`config.mk`:
```
export PLATFORM = sky130hd
export DESIGN_NAME = ie_arbiter_flat
export DESIGN_NICKNAME = d
export VERILOG_FILES = /design/src/rtl/ie_arbiter_if.sv /design/src/rtl/ie_arbiter.sv /design/src/flat_wrapper.sv
export SDC_FILE = /design/constraint.sdc
export NUM_CORES = 1
export LEC_CHECK = 0
export ABC_CLOCK_PERIOD_IN_PS = 3300
export BUFFER_PORTS_ARGS = -buffer_cell sky130_fd_sc_hd__buf_2
export CORE_MARGIN = 2
export CORE_UTILIZATION = 30
export CTS_BUF_LIST = sky130_fd_sc_hd__clkbuf_8
export DETAILED_ROUTE_END_ITERATION = 16
export PLACE_DENSITY = 0.53
export SYNTH_ARGS = -nofsm -noshare
export SYNTH_HDL_FRONTEND = slang
export SYNTH_SLANG_ARGS = --single-unit
export TNS_END_PERCENT = 50
```
`constraint.sdc`:
```
create_clock -name clk -period 3.3 [get_ports clk]
set_clock_uncertainty 0.15 [all_clocks]
set_input_delay 0.33 -clock clk [delete_from_list [all_inputs] [get_ports clk]]
set_output_delay 0.33 -clock clk [all_outputs]
set_load 0.02 [all_outputs]
```
`src/rtl/ie_arbiter_if.sv`:
```
// Signal bundle between ie_arbiter and its requesters, ALU and response consumer.
interface ie_arbiter_if #(
    parameter int NUM_REQ = 2
);
    logic [NUM_REQ-1:0]      req_valid;
    logic [NUM_REQ-1:0]      req_ready;
    logic [16*NUM_REQ-1:0]   req_data1;
    logic [16*NUM_REQ-1:0]   req_data2;
    logic [4*NUM_REQ-1:0]    req_opcode;
    logic                    stall;
    logic [15:0]             alu_data1;
    logic [15:0]             alu_data2;
    logic [3:0]              alu_opcode;
    logic [15:0]             alu_result;
    logic                    resp_valid;
    logic [1:0]              resp_id;
    logic [15:0]             resp_result;
    logic                    resp_err;
    logic [15:0]             issue_cnt;

    // Arbiter side.
    modport slave (
        input  req_valid, req_data1, req_data2, req_opcode, stall, alu_result,
        output req_ready, alu_data1, alu_data2, alu_opcode,
               resp_valid, resp_id, resp_result, resp_err, issue_cnt
    );

    // Environment side: requesters, the ALU and the response consumer.
    modport master (
        output req_valid, req_data1, req_data2, req_opcode, stall, alu_result,
        input  req_ready, alu_data1, alu_data2, alu_opcode,
               resp_valid, resp_id, resp_result, resp_err, issue_cnt
    );
endinterface

```
`src/rtl/ie_arbiter.sv`:
```
// Round-robin arbiter sharing one 16-bit ALU between NUM_REQ requesters.
// Accepted operands are registered toward the ALU; a tag pipeline running
// alongside the ALU pairs each result with the requester that issued it.
module ie_arbiter #(
    parameter int NUM_REQ = 2,   // 2..4
    parameter int ALU_LAT = 1    // ALU result latency in cycles
) (
    input  logic        clk,
    input  logic        rst,     // asynchronous, active-low
    ie_arbiter_if.slave bus
);

    typedef struct packed {
        logic       vld;
        logic [1:0] id;
        logic       err;
    } tag_t;

    logic [1:0]         rr_ptr_q;
    logic [1:0]         rr_ptr_d;
    logic [NUM_REQ-1:0] grant;
    logic               grant_vld;
    logic [1:0]         grant_id;
    logic [15:0]        sel_data1;
    logic [15:0]        sel_data2;
    logic [3:0]         sel_opcode;
    logic [15:0]        alu_data1_q;
    logic [15:0]        alu_data2_q;
    logic [3:0]         alu_opcode_q;
    logic [15:0]        issue_cnt_q;
    logic [15:0]        issue_cnt_d;
    tag_t               tag_d;
    tag_t               tag_q [ALU_LAT+1];
    logic               resp_valid_q;
    logic [1:0]         resp_id_q;
    logic [15:0]        resp_result_q;
    logic               resp_err_q;

    // Rotating-priority search: first valid requester after the last one granted.
    // NOTE: every variable written here gets a default before any branch, so no path leaves it unassigned and no latch is inferred.
    always_comb begin
        int idx;
        idx       = 0;
        grant     = '0;
        grant_vld = 1'b0;
        grant_id  = '0;
        if (!bus.stall) begin
            for (int off = 1; off <= NUM_REQ; off++) begin
                idx = (int'(rr_ptr_q) + off) % NUM_REQ;
                if (!grant_vld && bus.req_valid[idx]) begin
                    grant_vld  = 1'b1;
                    grant[idx] = 1'b1;
                    grant_id   = 2'(idx);
                end
            end
        end
    end

    // Operand mux for the granted lane plus next-state values.
    always_comb begin
        sel_data1  = '0;
        sel_data2  = '0;
        sel_opcode = '0;
        for (int i = 0; i < NUM_REQ; i++) begin
            if (grant[i]) begin
                sel_data1  = bus.req_data1[16*i +: 16];
                sel_data2  = bus.req_data2[16*i +: 16];
                sel_opcode = bus.req_opcode[4*i +: 4];
            end
        end
        rr_ptr_d    = grant_vld ? grant_id : rr_ptr_q;
        issue_cnt_d = grant_vld ? issue_cnt_q + 16'd1 : issue_cnt_q;
        tag_d.vld   = grant_vld;
        tag_d.id    = grant_id;
        tag_d.err   = grant_vld && (sel_opcode > 4'd4);
    end

    // Issue registers, round-robin pointer and accept counter.
    // NOTE: non-blocking assignments make every register sample pre-edge values, so rr_ptr_q never feeds the grant search mid-update.
    always_ff @(posedge clk or negedge rst) begin
        if (!rst) begin
            alu_data1_q  <= '0;
            alu_data2_q  <= '0;
            alu_opcode_q <= '0;
            rr_ptr_q     <= 2'(NUM_REQ - 1);
            issue_cnt_q  <= '0;
        end else begin
            if (grant_vld) begin
                alu_data1_q  <= sel_data1;
                alu_data2_q  <= sel_data2;
                alu_opcode_q <= sel_opcode;
            end
            rr_ptr_q    <= rr_ptr_d;
            issue_cnt_q <= issue_cnt_d;
        end
    end

    // Tag pipeline: shifts every cycle, one stage per ALU cycle plus the issue stage.
    // NOTE: this storage array is reset on purpose; its valid bits alone decide whether a response is emitted, so stale tags must not survive reset.
    always_ff @(posedge clk or negedge rst) begin
        if (!rst) begin
            for (int s = 0; s <= ALU_LAT; s++) tag_q[s] <= '0;
        end else begin
            tag_q[0] <= tag_d;
            for (int s = 1; s <= ALU_LAT; s++) tag_q[s] <= tag_q[s-1];
        end
    end

    // Response capture: pair the ALU result with the tag leaving the pipeline.
    always_ff @(posedge clk or negedge rst) begin
        if (!rst) begin
            resp_valid_q  <= 1'b0;
            resp_id_q     <= '0;
            resp_result_q <= '0;
            resp_err_q    <= 1'b0;
        end else begin
            resp_valid_q <= tag_q[ALU_LAT].vld;
            if (tag_q[ALU_LAT].vld) begin
                resp_id_q     <= tag_q[ALU_LAT].id;
                resp_err_q    <= tag_q[ALU_LAT].err;
                resp_result_q <= bus.alu_result;
            end
        end
    end

    // Grants are suppressed while reset is held so every output reads zero.
    assign bus.req_ready   = grant & {NUM_REQ{rst}};
    assign bus.alu_data1   = alu_data1_q;
    assign bus.alu_data2   = alu_data2_q;
    assign bus.alu_opcode  = alu_opcode_q;
    assign bus.resp_valid  = resp_valid_q;
    assign bus.resp_id     = resp_id_q;
    assign bus.resp_result = resp_result_q;
    assign bus.resp_err    = resp_err_q;
    assign bus.issue_cnt   = issue_cnt_q;

endmodule

```
`src/flat_wrapper.sv`:
```
// flat-port wrapper written by rule: the top's interface ports become plain ports
module ie_arbiter_flat 
#(
    parameter int NUM_REQ = 2,          
    parameter int ALU_LAT = 1                                   
)
  (clk, rst, bus_req_valid, bus_req_data1, bus_req_data2, bus_req_opcode, bus_stall, bus_alu_result, bus_req_ready, bus_alu_data1, bus_alu_data2, bus_alu_opcode, bus_resp_valid, bus_resp_id, bus_resp_result, bus_resp_err, bus_issue_cnt);
  ie_arbiter_if #(.NUM_REQ(NUM_REQ)) bus_i ();
  input  logic clk;
  input  logic rst;
  input wire logic [$bits(bus_i.req_valid)-1:0] bus_req_valid;
  input wire logic [$bits(bus_i.req_data1)-1:0] bus_req_data1;
  input wire logic [$bits(bus_i.req_data2)-1:0] bus_req_data2;
  input wire logic [$bits(bus_i.req_opcode)-1:0] bus_req_opcode;
  input wire logic [$bits(bus_i.stall)-1:0] bus_stall;
  input wire logic [$bits(bus_i.alu_result)-1:0] bus_alu_result;
  output wire logic [$bits(bus_i.req_ready)-1:0] bus_req_ready;
  output wire logic [$bits(bus_i.alu_data1)-1:0] bus_alu_data1;
  output wire logic [$bits(bus_i.alu_data2)-1:0] bus_alu_data2;
  output wire logic [$bits(bus_i.alu_opcode)-1:0] bus_alu_opcode;
  output wire logic [$bits(bus_i.resp_valid)-1:0] bus_resp_valid;
  output wire logic [$bits(bus_i.resp_id)-1:0] bus_resp_id;
  output wire logic [$bits(bus_i.resp_result)-1:0] bus_resp_result;
  output wire logic [$bits(bus_i.resp_err)-1:0] bus_resp_err;
  output wire logic [$bits(bus_i.issue_cnt)-1:0] bus_issue_cnt;
  assign bus_i.req_valid = bus_req_valid;
  assign bus_i.req_data1 = bus_req_data1;
  assign bus_i.req_data2 = bus_req_data2;
  assign bus_i.req_opcode = bus_req_opcode;
  assign bus_i.stall = bus_stall;
  assign bus_i.alu_result = bus_alu_result;
  assign bus_req_ready = bus_i.req_ready;
  assign bus_alu_data1 = bus_i.alu_data1;
  assign bus_alu_data2 = bus_i.alu_data2;
  assign bus_alu_opcode = bus_i.alu_opcode;
  assign bus_resp_valid = bus_i.resp_valid;
  assign bus_resp_id = bus_i.resp_id;
  assign bus_resp_result = bus_i.resp_result;
  assign bus_resp_err = bus_i.resp_err;
  assign bus_issue_cnt = bus_i.issue_cnt;
  ie_arbiter #(.NUM_REQ(NUM_REQ), .ALU_LAT(ALU_LAT)) u_core (.clk(clk), .rst(rst), .bus(bus_i));
endmodule
```
==> impl_metrics.csv <==
group,metric,value,unit
run_status,status,"complete, no violations",
detailed_routing,drt-vias-per-instance,4.64,
sta,relSlewSlack,50.4,%
setup_path,r2r-start,"u_core.rr_ptr_q[0]",
clock_network,clk_latency,0.34,ns
clock_network,max-clock-path-buffers,2,
synthesis,synthCells,243,
clock_network,postCtsSetupBuffers,0,
sta,hold_viol,0,
hold_path,hp-class,"in2reg",
floorplanning,dieHeight,107,microns
synthesis,yosys_warnings,0,
finish,drive_gt1_share,50.4,%
clock_network,cts_tree,"done",
floorplanning,core_area,10300,sq um
floorplanning,io_pins,167,
global_routing,grtUsageTotal,13.5,%
setup_path,crit_path_end_kind,"primary output",
finish,post-route-util,42.1,%
setup_path,worstSetupEndpoint,"bus_req_ready[0]",
setup_path,path_max_fanout,31,
sta,finalCritPeriodShare,74.2,%
placement,io_buffers,165,
placement,dp_hpwl,5.60,mm
setup_path,r2r_cells,5,
global_routing,grt_remaining_overflow,0,
synthesis,ys_seq_elements,78,
sta,setup_viol,0,
setup_path,crit_start,"u_core.rr_ptr_q[0]",
synthesis,ys_types,32,
sta,worst_pin_slew,0.743,ns
detailed_routing,vias,2549,
detailed_routing,dr.pass1.iters,5,
clock_network,h-tree-depth,3,
detailed_routing,totalWireLength,7.64,mm
sta,fin_setup_tns,0,ns
setup_path,cp-start-kind,"flip-flop",
setup_path,critPathKind,"reg2out",
power,p_per_area,612,nW/um^2
power,power.total,2660,uW
synthesis,syn_nets,337,
finish,nNetsFinal,503,
finish,n_antenna_cell,0,
synthesis,yosysTopAreaCellShare,60.4,%
clock_network,path_clk_slew,0.08,ns
setup_path,rr_endpoint,"u_core.tag_q[4]",
synthesis,seq_area_frac_synth,61.2,%
global_routing,grt_pass1_wl,12.0,mm
detailed_routing,wire_per_inst,13.9,microns
synthesis,netlist_area,3190,sq um
setup_path,r2r_slack,1.47,ns
floorplanning,start_util,30.9,%
sta,drv_slew,0,
synthesis,ys_async_sr_fraction,100,%
clock_network,cts_hold_buf,1,
detailed_routing,drtIter0Drc,158,
synthesis,synth_largest_area_cell,"dfrtp_1",
finish,syn_to_final_growth,36.0,%
setup_path,arrival,1.97,ns
synthesis,yosys-top-cells-area,"dfrtp_1, a222oi_1, mux2_2",
detailed_routing,drc,0,
clock_network,cts_root_buffer,"clkbuf_8",
floorplanning,dieArea,11500,sq um
sta,min_period,2.45,ns
detailed_routing,ant_nets,0,
flow_run,max-cap-violations,0,
sta,rsz0062_at_grt,"no",
placement,gp_congestion,0.757,
global_routing,grt_pass1_vias,2535,
floorplanning,rows,37,
synthesis,synth_area_per_cell,13.1,sq um
clock_network,cts-buffers-inserted,9,
global_routing,antenna_found_initial,0,
power,p_leak,0.00240,uW
clock_network,post_cts_resize_count,0,
floorplanning,die_w,107,microns
finish,n_fill_cell,1004,
sta,fmax,408,MHz
clock_network,cts.sinks,78,
synthesis,synth_edf_count,0,
synthesis,ys.flop_type,"dfrtp_1",
setup_path,crit_required,2.82,ns
global_routing,grt_max_degree,42,
power,ir_worst_vdd,0.000205,V
## cells in the mapped netlist, types with 3 or more instances
| library cell | instances |
|---|---|
| buf_8 | 3 |
| nand4_1 | 5 |
| buf_6 | 4 |
| clkbuf_1 | 3 |
| mux2_2 | 18 |
| xnor2_1 | 10 |
| inv_1 | 35 |
| a222oi_1 | 34 |
| buf_2 | 3 |
| and3_1 | 7 |
| nand2_1 | 8 |
| xor2_1 | 5 |
| nor2_1 | 5 |
| a21o_1 | 4 |
| dfrtp_1 | 77 |
## metrics by stage
stage | hold slack (ns) | cell area [sq um] | cells | setup slack (ns)
floorplan | -0.116 | 3190 | 243 | 1.54
global placement | 0.183 | 4100 | 533 | 1.25
detailed placement | 0.187 | 4100 | 533 | 1.22
CTS | 0.0227 | 4340 | 549 | 0.826
global route | 0.0323 | 4340 | 549 | 0.749
finish | 0.0456 | 4340 | 549 | 0.851
## final cells by class
class	count	area [sq um]	share of cell area, %
Sequential cell	78	1950	45.0
Multi-Input combinational cell	114	980	22.6
Timing Repair Buffer	170	868	20.0
Tap cell	136	170	3.92
Inverter	36	135	3.11
Clock buffer	9	124	2.85
Clock inverter	6	111	2.56
## flip-flops by register name, indices dropped and copies added, names as in the netlist
register / cells
u_core.bus.resp_err: 1
u_core.tag_q: 6
u_core.bus.resp_result: 16
u_core.bus.issue_cnt: 16
u_core.bus.alu_data1: 16
u_core.bus.resp_id: 1
u_core.bus.resp_valid: 1
u_core.bus.alu_data2: 16
u_core.rr_ptr_q: 1
u_core.bus.alu_opcode: 4
## worst min path at each step
stage | from | end | depth (start not counted)
6_report | bus_req_data1[19] | u_core.bus.alu_data1[3] | 3
5_1_grt | bus_req_data1[18] | u_core.bus.alu_data1[2] | 3
4_1_cts | bus_req_data1[19] | u_core.bus.alu_data1[3] | 3
3_5_place_dp | u_core.tag_q[5] | u_core.tag_q[1] | 0
3_3_place_gp | u_core.tag_q[7] | u_core.tag_q[3] | 0
2_1_floorplan | rst | u_core.bus.alu_data1[0] | 0
## power breakdown
part | internal [uW] | total, uW | switching [uW]
Combinational | 254 | 614 | 360
Clock | 500 | 833 | 333
Sequential | 1100 | 1210 | 114
Total | 1850 | 2660 | 808
## critical path, cell delays in order, from the launching register on
cell and delay [ns]:
dfstp_2 0.56, nand2b_4 0.13, and3b_1 0.27, buf_4 0.34, and2_1 0.17, buf_2 0.16
## cell families (layout without fill, tap and decap cells)
logic type,count (synthesis),after routing,synth area share [%]
flip-flops,78,78,61.2
AO/OA/AOI/OAI,43,43,13.1
other,1,1,0.117
buffers and inverters,51,221,8.35
multiplexers,18,18,6.35
adder cells (fa/ha/maj),1,1,0.392
AND/OR/NAND/NOR,36,36,6.35
XOR/XNOR,15,15,4.12
## metal layers
layer,part of all wire [%],vias to the layer above,GRT usage [%]
met5,0,-,0
met4,1.2,0,4.82
met3,12,8,4.98
met2,43,154,20.8
met1,43,1176,17.3
li1,-,1211,-
## cells in the final DEF (no fill, tap or decap), types with 3 or more instances in the layout
cell       Yosys  final
clkbuf_8       0      9
inv_1         35     36
nand4_1        5      5
mux2_2        18     18
nor2_1         5      5
buf_4          2      5
dfrtp_1       77     77
xor2_1         5      5
bufinv_16      0      3
xnor2_1       10     10
nand2_1        8      8
a222oi_1      34     34
and3_1         7      7
a21o_1         4      4
buf_2          3    164
No activity file was read; power rests on OpenSTA's default activity.
